--- config.mk ---
export PLATFORM = sky130hd
export DESIGN_NAME = mc_ctrl
export DESIGN_NICKNAME = d
export VERILOG_FILES = /design/src/rtl/mc_pkg.sv /design/src/rtl/mc_wait_cnt.sv /design/src/rtl/mc_ctrl.sv
export SDC_FILE = /design/constraint.sdc
export NUM_CORES = 1
export LEC_CHECK = 0
export BUFFER_PORTS_ARGS = -buffer_cell sky130_fd_sc_hd__buf_2
export CAP_MARGIN = 20
export CORE_MARGIN = 4
export CORE_UTILIZATION = 52
export DETAILED_ROUTE_END_ITERATION = 8
export PLACE_DENSITY = 0.79
export REMOVE_ABC_BUFFERS = 1
export SLEW_MARGIN = 20
export SYNTH_ARGS = -nofsm -noshare
export SYNTH_HDL_FRONTEND = slang
export SYNTH_HIERARCHICAL = 1
export SYNTH_SLANG_ARGS = --single-unit
--- constraint.sdc ---
create_clock -name clk -period 3.32 [get_ports clk]
set_input_delay 0.498 -clock clk [delete_from_list [all_inputs] [get_ports clk]]
set_output_delay 0.498 -clock clk [all_outputs]
set_load 0.05 [all_outputs]
--- src/rtl/mc_pkg.sv ---
// Shared constants for the multi-cycle controller: state encodings, opcodes,
// datapath mux / ALU codes and the bundled control-word type.
package mc_pkg;

  localparam logic [3:0] ST_FETCH  = 4'd0;
  localparam logic [3:0] ST_DECODE = 4'd1;
  localparam logic [3:0] ST_MEMADR = 4'd2;
  localparam logic [3:0] ST_MEMRD  = 4'd3;
  localparam logic [3:0] ST_MEMWB  = 4'd4;
  localparam logic [3:0] ST_MEMWR  = 4'd5;
  localparam logic [3:0] ST_EXEC   = 4'd6;
  localparam logic [3:0] ST_RWB    = 4'd7;
  localparam logic [3:0] ST_BRANCH = 4'd8;
  localparam logic [3:0] ST_JUMP   = 4'd9;
  localparam logic [3:0] ST_ADDIEX = 4'd10;
  localparam logic [3:0] ST_ADDIWB = 4'd11;

  localparam logic [5:0] OP_RTYPE = 6'b000000;
  localparam logic [5:0] OP_J     = 6'b000010;
  localparam logic [5:0] OP_BEQ   = 6'b000100;
  localparam logic [5:0] OP_ADDI  = 6'b001000;
  localparam logic [5:0] OP_LW    = 6'b100011;
  localparam logic [5:0] OP_SW    = 6'b101011;

  localparam logic [1:0] ALU_ADD   = 2'b00;
  localparam logic [1:0] ALU_SUB   = 2'b01;
  localparam logic [1:0] ALU_FUNCT = 2'b10;

  localparam logic [1:0] SRC_B_REG    = 2'b00;
  localparam logic [1:0] SRC_B_FOUR   = 2'b01;
  localparam logic [1:0] SRC_B_IMM    = 2'b10;
  localparam logic [1:0] SRC_B_BRANCH = 2'b11;

  localparam logic [1:0] PC_SRC_ALU    = 2'b00;
  localparam logic [1:0] PC_SRC_ALUOUT = 2'b01;
  localparam logic [1:0] PC_SRC_JUMP   = 2'b10;

  typedef struct packed {
    logic       pc_ce;
    logic       ir_ce;
    logic       mdr_ce;
    logic       mem_req;
    logic       mem_we;
    logic       i_or_d;
    logic       reg_write;
    logic       reg_dst;
    logic       mem_to_reg;
    logic       alu_src_a;
    logic [1:0] alu_src_b;
    logic [1:0] alu_op;
    logic [1:0] pc_source;
    logic       ill_op;
    logic       bus_err;
  } ctrl_t;

  // States that own the shared memory port and therefore wait on mem_ready.
  function automatic logic is_mem_state(input logic [3:0] st);
    return (st == ST_FETCH) || (st == ST_MEMRD) || (st == ST_MEMWR);
  endfunction

endpackage

--- src/rtl/mc_wait_cnt.sv ---
// Memory wait counter: counts not-ready cycles in a memory state and flags
// when the count has reached the configured timeout.
module mc_wait_cnt #(
  parameter int unsigned TIMEOUT = 255
) (
  input  logic clk,
  input  logic rst_n,
  input  logic clr,
  input  logic inc,
  output logic expired
);

  localparam int unsigned W = (TIMEOUT > 0) ? $clog2(TIMEOUT + 1) : 1;

  logic [W-1:0] cnt_q;
  logic [W-1:0] cnt_d;

  assign expired = (cnt_q == W'(TIMEOUT));

  always_comb begin
    // NOTE: every always_comb output gets a default first so no path infers a latch.
    cnt_d = cnt_q;
    if (clr) begin
      cnt_d = '0;
    end else if (inc && !expired) begin
      cnt_d = cnt_q + 1'b1;
    end
  end

  // NOTE: state registers use non-blocking assignments; combinational blocks use blocking.
  always_ff @(posedge clk or negedge rst_n) begin
    if (!rst_n) begin
      cnt_q <= '0;
    end else begin
      cnt_q <= cnt_d;
    end
  end

endmodule

--- src/rtl/mc_ctrl.sv ---
// Multi-cycle MIPS-style control FSM with a bounded wait on the shared memory
// port; raises ill_op on unknown opcodes and bus_err on memory timeout.
module mc_ctrl
  import mc_pkg::*;
#(
  parameter int unsigned TIMEOUT = 255
) (
  input  logic       clk,
  input  logic       rst_n,
  input  logic [5:0] opcode,
  input  logic       zero,
  input  logic       mem_ready,
  output logic       pc_ce,
  output logic       ir_ce,
  output logic       mdr_ce,
  output logic       mem_req,
  output logic       mem_we,
  output logic       i_or_d,
  output logic       reg_write,
  output logic       reg_dst,
  output logic       mem_to_reg,
  output logic       alu_src_a,
  output logic [1:0] alu_src_b,
  output logic [1:0] alu_op,
  output logic [1:0] pc_source,
  output logic       ill_op,
  output logic       bus_err,
  output logic [3:0] state
);

  logic [3:0] state_q;
  logic [3:0] state_d;
  ctrl_t      ctl;
  logic       in_mem;
  logic       wait_expired;
  logic       timeout;
  logic       wait_clr;

  assign in_mem  = is_mem_state(state_q);
  // A ready memory completes the access even on the cycle the count expires.
  assign timeout = in_mem && !mem_ready && wait_expired;

  always_comb begin
    state_d = state_q;
    ctl     = '0;

    case (state_q)
      ST_FETCH: begin
        ctl.mem_req   = 1'b1;
        ctl.alu_src_b = SRC_B_FOUR;
        ctl.alu_op    = ALU_ADD;
        ctl.pc_source = PC_SRC_ALU;
        if (mem_ready) begin
          ctl.ir_ce = 1'b1;
          ctl.pc_ce = 1'b1;
          state_d   = ST_DECODE;
        end
      end

      ST_DECODE: begin
        ctl.alu_src_b = SRC_B_BRANCH;
        ctl.alu_op    = ALU_ADD;
        case (opcode)
          OP_LW, OP_SW: state_d = ST_MEMADR;
          OP_RTYPE:     state_d = ST_EXEC;
          OP_BEQ:       state_d = ST_BRANCH;
          OP_J:         state_d = ST_JUMP;
          OP_ADDI:      state_d = ST_ADDIEX;
          default: begin
            ctl.ill_op = 1'b1;
            state_d    = ST_FETCH;
          end
        endcase
      end

      ST_MEMADR: begin
        ctl.alu_src_a = 1'b1;
        ctl.alu_src_b = SRC_B_IMM;
        ctl.alu_op    = ALU_ADD;
        state_d       = (opcode == OP_SW) ? ST_MEMWR : ST_MEMRD;
      end

      ST_MEMRD: begin
        ctl.mem_req = 1'b1;
        ctl.i_or_d  = 1'b1;
        if (mem_ready) begin
          ctl.mdr_ce = 1'b1;
          state_d    = ST_MEMWB;
        end
      end

      ST_MEMWR: begin
        ctl.mem_req = 1'b1;
        ctl.mem_we  = 1'b1;
        ctl.i_or_d  = 1'b1;
        if (mem_ready) begin
          state_d = ST_FETCH;
        end
      end

      ST_MEMWB: begin
        ctl.reg_write  = 1'b1;
        ctl.mem_to_reg = 1'b1;
        state_d        = ST_FETCH;
      end

      ST_EXEC: begin
        ctl.alu_src_a = 1'b1;
        ctl.alu_src_b = SRC_B_REG;
        ctl.alu_op    = ALU_FUNCT;
        state_d       = ST_RWB;
      end

      ST_RWB: begin
        ctl.reg_write = 1'b1;
        ctl.reg_dst   = 1'b1;
        state_d       = ST_FETCH;
      end

      ST_BRANCH: begin
        ctl.alu_src_a = 1'b1;
        ctl.alu_src_b = SRC_B_REG;
        ctl.alu_op    = ALU_SUB;
        ctl.pc_source = PC_SRC_ALUOUT;
        ctl.pc_ce     = zero;
        state_d       = ST_FETCH;
      end

      ST_JUMP: begin
        ctl.pc_source = PC_SRC_JUMP;
        ctl.pc_ce     = 1'b1;
        state_d       = ST_FETCH;
      end

      ST_ADDIEX: begin
        ctl.alu_src_a = 1'b1;
        ctl.alu_src_b = SRC_B_IMM;
        ctl.alu_op    = ALU_ADD;
        state_d       = ST_ADDIWB;
      end

      ST_ADDIWB: begin
        ctl.reg_write = 1'b1;
        state_d       = ST_FETCH;
      end

      default: state_d = ST_FETCH;
    endcase

    // Register enables in memory states only fire on ready, so none are live here.
    if (timeout) begin
      ctl.bus_err = 1'b1;
      state_d     = ST_FETCH;
    end
  end

  // Any transition (including FETCH re-entry after a timeout) starts a fresh wait.
  assign wait_clr = (state_d != state_q) || timeout;

  mc_wait_cnt #(
    .TIMEOUT (TIMEOUT)
  ) u_wait_cnt (
    .clk     (clk),
    .rst_n   (rst_n),
    .clr     (wait_clr),
    .inc     (in_mem && !mem_ready),
    .expired (wait_expired)
  );

  always_ff @(posedge clk or negedge rst_n) begin
    if (!rst_n) begin
      state_q <= ST_FETCH;
    end else begin
      state_q <= state_d;
    end
  end

  // NOTE: enables are gated by rst_n so reset silences them immediately, not at the next edge.
  assign pc_ce      = ctl.pc_ce     & rst_n;
  assign ir_ce      = ctl.ir_ce     & rst_n;
  assign mdr_ce     = ctl.mdr_ce    & rst_n;
  assign mem_we     = ctl.mem_we    & rst_n;
  assign reg_write  = ctl.reg_write & rst_n;
  assign ill_op     = ctl.ill_op    & rst_n;
  assign bus_err    = ctl.bus_err   & rst_n;
  assign mem_req    = ctl.mem_req;
  assign i_or_d     = ctl.i_or_d;
  assign reg_dst    = ctl.reg_dst;
  assign mem_to_reg = ctl.mem_to_reg;
  assign alu_src_a  = ctl.alu_src_a;
  assign alu_src_b  = ctl.alu_src_b;
  assign alu_op     = ctl.alu_op;
  assign pc_source  = ctl.pc_source;
  assign state      = state_q;

endmodule

# Word-level counts from Yosys, hierarchy flattened
# Cells that the tools add are included.
[totals]
inputBits = 10
register_bits = 12
latch_bits = 0
mem_bits_ro = 0
output_inout_bits = 22
word_cells = 72
memories = 0
mem_bits_rw = 0
[op_classes]
n_mul = 0
n_eq_ne = 18
shifts = 0
bitwise_logic = 7
add_sub_neg = 1
magnitude_cmp = 0
muxes = 26
n_reduce_logical = 18
div_mod_pow = 0
[ops]
columns = ["op", "count"]
rows = [
  ["$pmux 4 s5", 2],
  ["$pmux 4 s7", 1],
  ["$eq 4x3->1 const B", 4],
  ["$eq 4x4->1 const B", 4],
  ["$mux 4", 4],
  ["$mux 8", 2],
  ["$mux 1", 13],
  ["$eq 6x6->1 const B", 2],
  ["$add 8x1->8 const B", 1],
  ["$eq 4x2->1 const B", 2],
  ["$eq 8x8->1 const B", 1],
  ["$and 1x1->1", 7],
  ["$eq 6x2->1 const B", 1],
  ["$eq 6x3->1 const B", 1],
  ["$eq 6x4->1 const B", 1],
  ["$logic_not 6->1", 1],
  ["$reduce_or 2->1", 3],
  ["$reduce_or 3->1", 2],
  ["$reduce_or 6->1", 1],
  ["$eq 4x1->1 const B", 1],
  ["$logic_not 4->1", 1],
  ["$ne 4x4->1", 1],
  ["$pmux 2 s2", 1],
  ["$reduce_or 4->1", 1],
  ["7 further kinds", 12],
]

# Logic depth before layout (Yosys ltp)
# Gate-level depths: netlist of the first run.
[depth]
word_depth = 9
mapped_depth = 12
mapped_depth_nobuf = 11

# Cells and area by module
# Netlist of the first run, hierarchy kept.
[by_module_without_submodules]
columns = ["mod", "cells_per_inst", "seq_area_each_um2", "instances", "area_each_um2"]
rows = [
  ["mc_ctrl", 106, 100.1, 1, 716.9],
  ["mc_wait_cnt", 47, 200.2, 1, 469.2],
]

# Least setup slack after synthesis of the first run
# No wires, ideal clock.
[synth_timing]
path_kind = "register -> output"
from = "reg state_q[2] (netlist: state[2])"
to = "out reg_write"
required_time_ps = 2822
path_slack_ps = -68
arrival_ps = 2890
path_stages_with_launch = 6
path_buffers = 2
cell_sequence = "dfrtp_1 -> buf_4 -> buf_2 -> nand2_1 -> nor3_1 -> o21a_1"
[synth_via]
elab_chain_len = 4
word_cells_on_any_way = 6
classes_between = "eq/ne: 3; mux: 1; bitwise: 1; reduce/logical: 1"
[synth_lines]
columns = ["element", "line_no", "text"]
rows = [
  ["start: declaration", "mc_ctrl.sv:31", "logic [3:0] state_q;"],
  ["start signal: assignment", "mc_ctrl.sv:174", "state_q <= state_d;"],
  ["$eq 4x3->1 / $eq 4x4->1 (equally long branches)", "mc_ctrl.sv:47", "case (state_q)"],
  ["$reduce_or 3->1 (no line) *", "--", ""],
  ["$mux 1 *", "mc_ctrl.sv:47", ""],
  ["$and 1x1->1 *", "mc_ctrl.sv:183", "assign reg_write = ctl.reg_write & rst_n;"],
  ["end: declaration", "mc_ctrl.sv:19", "output logic reg_write,"],
]
# Mark *: on every way between the ends. The rest lies on a longest branch, timed or not.

# Worst setup path in the final report of the first run
[layout_timing]
from = "reg u_wait_cnt.cnt_q[0]"
to = "reg u_wait_cnt.cnt_q[7]"
[layout_via]
elab_chain_len = 6
word_cells_on_any_way = 11
classes_between = "add/sub: 1; eq/ne: 2; mux: 3; reduce/logical: 5"
[layout_lines]
columns = ["element", "line_no", "text"]
rows = [
  ["start: declaration", "mc_wait_cnt.sv:15", "logic [W-1:0] cnt_q;"],
  ["start signal: assignment", "mc_wait_cnt.sv:35", "cnt_q <= cnt_d;"],
  ["$eq 8x8->1 *", "mc_wait_cnt.sv:18", "assign expired = (cnt_q == W'(TIMEOUT));"],
  ["via wait_expired", "mc_ctrl.sv:35", "logic wait_expired;"],
  ["$logic_and 1x1->1 *", "mc_ctrl.sv:41", "assign timeout = in_mem && !mem_ready && wait_expired;"],
  ["$mux 4", "mc_ctrl.sv:151", "if (timeout) begin"],
  ["$ne 4x4->1", "mc_ctrl.sv:158", "assign wait_clr = (state_d != state_q) || timeout;"],
  ["$logic_or 1x1->1 *", "mc_ctrl.sv:158", ""],
  ["via wait_clr", "mc_ctrl.sv:37", "logic wait_clr;"],
  ["$mux 8 / $reduce_bool 2->1 (equally long branches)", "--", ""],
]
# The timed path passes the listed nets; every way through them passes the cells marked *. The select of a mux whose other input is x is not followed.
# A chain may end at the register's enable or synchronous reset.

==> results of run 1 <==
[registers in the layout, summed over array words and instances, names as in the netlist]
register / flops
u_wait_cnt/cnt_q: 8
state: 4
[per-stage QoR]
step	utilization, %	hold WS, ns
2_1_floorplan	-	0.202
3_3_place_gp	60.5	0.423
3_5_place_dp	60.5	0.426
4_1_cts	62.2	0.116
5_1_grt	63.2	0.139
6_report	63.2	0.111
[where the power goes]
| group | total (mW) | internal, mW | switching (mW) |
|---|---|---|---|
| clock network | 0.119 | 0.0668 | 0.0518 |
| logic | 0.557 | 0.209 | 0.348 |
| registers | 0.233 | 0.165 | 0.0678 |
[worst max-delay path: stages, from the launching register on]
cell	delay, ns
dfrtp_1	0.41
ha_1	0.26
and4_4	0.29
and2_2	0.14
nor2b_2	0.22
o21ai_1	0.10
a221oi_2	0.38
o21bai_1	0.19
mux2_1	0.34
nand4_1	0.15
buf_4	0.17
a21oi_1	0.04
mux2_2	0.26
[routing by layer]
layer  vias to the layer above  wire [um]  track usage (%)  share of wire [%]
met4                         0         11             4.17               0.38
met1                       568       1320             23.4                 46
met5                         -          0                0                  0
met3                         2        198             5.34                6.9
li1                        622          -                -                  -
met2                        44       1350             32.3                 47
[Yosys cell counts, drive strengths merged (2+ instances only)]
cell type,count
a211oi,5
a21oi,10
a31oi,3
and2,3
and3,3
and4,2
buf,4
clkbuf,4
dfrtp,12
inv,4
mux2,3
mux2i,2
nand2,11
nand2b,5
nand3,7
nand4,4
nor2,19
nor2b,7
nor3,13
nor3b,3
nor4b,2
o211a,2
o21ai,6
o21bai,3
or3,2
[layout make-up]
class	instances	area (sq um)
inverters	4	15.0
clock buffers	4	36.3
flip-flops and latches	12	300
well taps	28	35.0
repair buffers	34	178
multi-input cells	129	821
fillers	199	806
[logic make-up after synthesis]
family / count (synthesis) / synth area share (%)
and+or+nand+nor: 84 / 40.4
xor gates and xnor gates: 2 / 1.48
DFF: 12 / 25.3
muxes: 5 / 4.85
adders and majority gates: 2 / 1.90
buffers and inverters: 12 / 5.48
AOI/OAI and AO/OA: 36 / 20.6
[path summary, 6_finish.rpt]
| kind | from | endpoint | slack [ns] | cells after the start |
|---|---|---|---|---|
| max | u_wait_cnt/cnt_q[0]$_DFFE_PN0P_ | u_wait_cnt/cnt_q[7]$_DFFE_PN0P_ | 0.27 | 12 |
| min | rst_n | u_wait_cnt/cnt_q[7]$_DFFE_PN0P_ | 0.11 | 1 |
| max reg2reg | u_wait_cnt/cnt_q[0]$_DFFE_PN0P_ | u_wait_cnt/cnt_q[7]$_DFFE_PN0P_ | 0.27 | 12 |
| min reg2reg | u_wait_cnt/cnt_q[5]$_DFFE_PN0P_ | u_wait_cnt/cnt_q[5]$_DFFE_PN0P_ | 0.56 | 1 |
| max in group asynchronous | rst_n | u_wait_cnt/cnt_q[1]$_DFFE_PN0P_ | 2.93 | 1 |
| min in group clk | u_wait_cnt/cnt_q[5]$_DFFE_PN0P_ | u_wait_cnt/cnt_q[5]$_DFFE_PN0P_ | 0.56 | 1 |
[what timing repair did]
| item | CTS | global route |
|---|---|---|
| gates resized for setup | 0 | 0 |
| setup endpoints to repair | 0 | 3 |
| hold endpoints to repair | 0 | 0 |
| buffers inserted | 0 | 3 |
==> impl_results.md, run 1 <==
* CP arrival at 3.23 ns
* Grt total ovfl at 0
* DR pass1 iterations at 4
* Drt total wl at 2880 um
* Peak VDD IR at 0.396 mV
* Syn avg cell area at 7.75 sq um
* Status: finished clean
* Cells after Synth at between 150 and 200
* Area growth syn-to-layout at 16.8%
* Synth top area cells: dfrtp_1 (25%), nor2_1 (6.0%), nor3_1 (5.5%), a21oi_1 (4.2%), nand2_1 (3.5%)
* First-pass GRT wire length at about 4900 um
* Slack of the critical path at 0.273 ns
* DR DRC count at 0
* Vias in the first global route at 1152
* Final setup violation count at 0
* Share of cells above drive strength 1 at around 29%
* Slew @ Worst Pin at 0.686 ns
* Post-synthesis sequential area ratio at 25.3%
* Max Fclk at about 330 MHz
* Post-synth top area cell: dfrtp_1
* Slew Viols, Final at 0
* Commonest non-fill, non-tap cell in the layout: buf_2
* Crit start category: register
* Detailed Place HPWL at 2120 um
* CTS Buf Count at 3
* CTS H-tree lvls at 1
* Final Wtd Congestion at 0.840
* Critical Path Fanout Max at 7
* Setup crit end kind: register
* IO buf count at 31
* Layout Nets at 195
* Leak pwr at 0.629 nW
* Area after DPL at 1330 sq um
* Mapped Area at between 1000 and 1500 sq um
* Final period util at 91.8%
* Dpl cells at about 200
* Clock Tree Root: clkbuf_4
* Routed WL per cell at around 14 um
* Max_cap viols at 0
* Syn. warnings at 6
* Initial Util at 54.1%
* DR vias/cell at 5.86
* Die Area at 3110 sq um
* Cell Pwr Density at 656 nW/um^2
* Relative slew slack at 54.3%
* Ports at 32
* Setup slack after placement at 0.215 ns
* Commonest non-fill, non-tap cells in the layout: buf_2 (31), nor2_1 (19), nor3_1 (13)
* Required @ worst endpoint at 3.50 ns
* Routed Antenna Nets at 0
* Post-synth ARST share at 100%
* Synth Flop Type: dfrtp_1
* 1st-iter DRT viols at 49
* Seq cells post-synth at 12
* Worst Hold Class: in2async
* Post-route insts no fill at 211
* Pwr Total at roughly 0.91 mW
* Number of synthesized flops with an enable pin at 0
* Critical path class: reg2reg
* Worst Clk Skew at between 0.01 and 0.015 ns
* Final hold vios at 0
* Clock slew at reported path FFs at around 0.08 ns
* Chip width at 55.8 um
* Antenna violations before repair at 0
* CTS tree: built
* Diode count at 0
* Final min period at 3.05 ns
* Synth unique cells at 52
* Via count at 1236
* Rows at 17
* Max clock buf depth at 2
* GRT Util Overall at 18.9%
* Finished layout cell area at 1390 sq um
* Worst skew pair latency at roughly 0.28 ns
* RSZ-0062 raised after global routing: false
* Largest net degree at the start of global routing at 24
* Core area at approximately 2200 sq um
* Synth top area share at 25.3%
* Final TNS setup at 0 ns
* Post-CTS Hold Fix Bufs at 0
* Die Span Y at 55.8 um
* CTS Sinks at 12
(Power assumes the default switching activity.)
==> inputs of run 2 (changes only) <==
Settings changed: CORE_ASPECT_RATIO set to 1.75.
==> run 2 against run 1 <==
Total power shrank 5.2%. Critical path depth fell by 1. Clock skew down 0.0041 ns. Sequential share of layout area is 0.32 points higher. Count of clock-buffer cells in the layout is the same. Sequential cell count is the same. Routed wire length rose by 0.21%. Fmax shrank 2.3%. Cell area down 1.4%. Core utilization up 0.36 points. Critical path type unchanged. Largest power group unchanged.
==> impl_results.md, run 2 (synthesis results as in run 1) <==
* Required @ worst endpoint at 3.48 ns (-0.02 ns)
* Leak pwr at 0.620 nW (-1.5%)
* Status: finished clean
* IO buf count at 31 (unchanged)
* Drt total wl at 2890 um (+0.21%)
* Largest net degree at the start of global routing at 24 (unchanged)
* Clock slew at reported path FFs at 0.08 ns (about the same)
* Worst Hold Class: in2async
* Relative slew slack at 54.9% (+0.62 points)
* Final min period at 3.12 ns (+0.0712 ns)
* Grt total ovfl at 0 (unchanged)
* CTS tree: built
* Fin util at 63.6% (+0.36 points)
* Rows at 22 (+5)
* Finished layout cell area at 1370 sq um (-1.4%)
* Vias in the first global route at 1164 (+1.0%)
* Post-CTS Hold Fix Bufs at 0 (unchanged)
* Worst skew pair latency at 0.28 ns (about the same)
* Cell Pwr Density at 632 nW/um^2 (-3.8%)
* DR DRC count at 0 (unchanged)
* Max_cap viols at 0 (unchanged)
* Diode count at 0 (unchanged)
* Post-CTS resize count at 0 (unchanged)
* Routed WL per cell at 14.1 um (+3.1%)
* FF-to-FF End: u_wait_cnt/cnt_q[0]$_DFFE_PN0P_
* Area growth syn-to-layout at 15.1%
* Antenna violations before repair at 0 (unchanged)
* Via count at 1286 (+4.0%)
* Max Fclk at 321 MHz (-2.3%)
* DR pass1 iterations at 4 (unchanged)
* Final setup violation count at 0 (unchanged)
* Slew @ Worst Pin at 0.677 ns (-0.00928 ns)
* Detailed Place HPWL at 2230 um (+5.1%)
* Die Span Y at 71.2 um (+28%)
* Slew Viols, Final at 0 (unchanged)
* Critical R2R Launch: u_wait_cnt/cnt_q[0]$_DFFE_PN0P_
* Post-CTS Setup Inserts at 0 (unchanged)
* Final period util at 93.9% (+2.1 points)
* Final hold vios at 0 (unchanged)
* Core area at 2150 sq um (-2.0%)
* First-pass GRT wire length at 4910 um (+0.84%)
* Multi-input gate area at 821 sq um (unchanged)
* R2R setup slack at 0.20 ns (-0.07 ns)
* Commonest non-fill, non-tap cells in the layout: buf_2 (31), nor2_1 (19), nor3_1 (13)
* Commonest non-fill, non-tap cell in the layout: buf_2
* FILL cells at 199 (unchanged)
* Cell Chain, Critical Path: ha_1, and4_4, and2_2, nor2b_2, o21ai_1, a221oi_2, o21bai_1, mux2_1, nand4_1, nor2b_1, mux2_4
* Max clock buf depth at 2 (unchanged)
* Worst path max stage delay at 0.41 ns (about the same)
* Share of cells above drive strength 1 at 28.2% (-0.78 points)
* Die Area at 3140 sq um (+0.97%)
* DR vias/cell at 6.27 (+7.1%)
* Final Wtd Congestion at 0.907 (+7.9%)
* CTS H-tree lvls at 1 (unchanged)
* Chip width at 44.1 um (-21%)
* Clock Tree Root: clkbuf_4
* Crit start category: register
* 1st-iter DRT viols at 46 (-6.1%)
* CTS Sinks at 12 (unchanged)
* Critical path class: reg2reg
* Setup crit end kind: register
* CP arrival at 3.28 ns (+0.05 ns)
* Largest register FFs at 8 (unchanged)
* Worst Clk Skew at 0.00780 ns (-0.00413 ns)
* Slack of the critical path at 0.201 ns (-0.0712 ns)
* Register name with the most flops: u_wait_cnt/cnt_q
* Initial Util at 55.2% (+1.1 points)
* Layout Nets at 193 (-1.0%)
* GRT Util Overall at 20.3% (+1.4 points)
* Critical Path Fanout Max at 11 (+4)
* Ports at 32 (unchanged)
* Routed Antenna Nets at 0 (unchanged)
* RSZ-0062 raised after global routing: false
* Setup slack after placement at 0.247 ns (+0.0318 ns)
* Critical path's slowest cell: dfrtp_1
* Area after DPL at 1330 sq um (+0.19%)
* Register area at 300 sq um (unchanged)
* Peak VDD IR at 0.342 mV (-13%)
* Reg2Reg Depth at 11 (-1)
* Fin Hold WS at 0.126 ns (+0.0155 ns)
* CTS Buf Count at 3 (unchanged)
==> run 2: changes by cell type in the layout (fill, tap and decap cells not counted) <==
| cell | before | now |
|---|---|---|
| buf_4 | 3 | 1 |
==> run 2: per-layer routing <==
layer  vias up  part of all wire [%]  global-route usage, %
met5         -                     0                      0
met4         0                   5.1                   19.8
met3        12                   8.6                   1.53
met2        70                    49                   32.8
met1       582                    37                   21.6
li1        622                     -                      -
==> run 2: critical path: cells and delay by family, from the launching register on <==
family | cells | cell delay, ns
flops | 1 | 0.41
mux | 2 | 0.62
simple gates | 5 | 1.05
fa+ha+maj | 1 | 0.25
compound gates | 3 | 0.69
==> run 2: where the power goes <==
group | internal (mW) | switching (mW) | total (mW)
combinational | 0.177 | 0.348 | 0.525
sequential | 0.166 | 0.0557 | 0.221
clock | 0.0668 | 0.0490 | 0.116
total | 0.410 | 0.452 | 0.862
==> run 2: final cells by class <==
type,instances,area share [%]
multi-input combinational,129,60.1
sequential,12,22.0
timing repair buffer,32,11.9
clock buffer,4,2.66
tap,24,2.20
inverter,4,1.10
==> run 2: worst max-delay path by stage <==
stage | end | depth (start not counted) | from | slack, ns
detailed placement | u_wait_cnt/cnt_q[0]$_DFFE_PN0P_ | 11 | u_wait_cnt/cnt_q[0]$_DFFE_PN0P_ | 0.25
CTS | u_wait_cnt/cnt_q[0]$_DFFE_PN0P_ | 11 | u_wait_cnt/cnt_q[0]$_DFFE_PN0P_ | 0.23
global route | u_wait_cnt/cnt_q[7]$_DFFE_PN0P_ | 11 | u_wait_cnt/cnt_q[0]$_DFFE_PN0P_ | 0.004
floorplan | pc_ce | 5 | state[3]$_DFF_PN0_ | -0.08
global placement | u_wait_cnt/cnt_q[0]$_DFFE_PN0P_ | 11 | u_wait_cnt/cnt_q[0]$_DFFE_PN0P_ | 0.37
finish | u_wait_cnt/cnt_q[0]$_DFFE_PN0P_ | 11 | u_wait_cnt/cnt_q[0]$_DFFE_PN0P_ | 0.20
==> run 2: stage by stage <==
step | total power [mW] | cells | setup TNS [ns]
floorplan | 0.623 | 145 | -0.159
global placement | 0.739 | 201 | 0
detailed placement | 0.749 | 201 | 0
CTS | 0.869 | 205 | 0
global route | 0.928 | 205 | 0
finish | 0.862 | 205 | 0
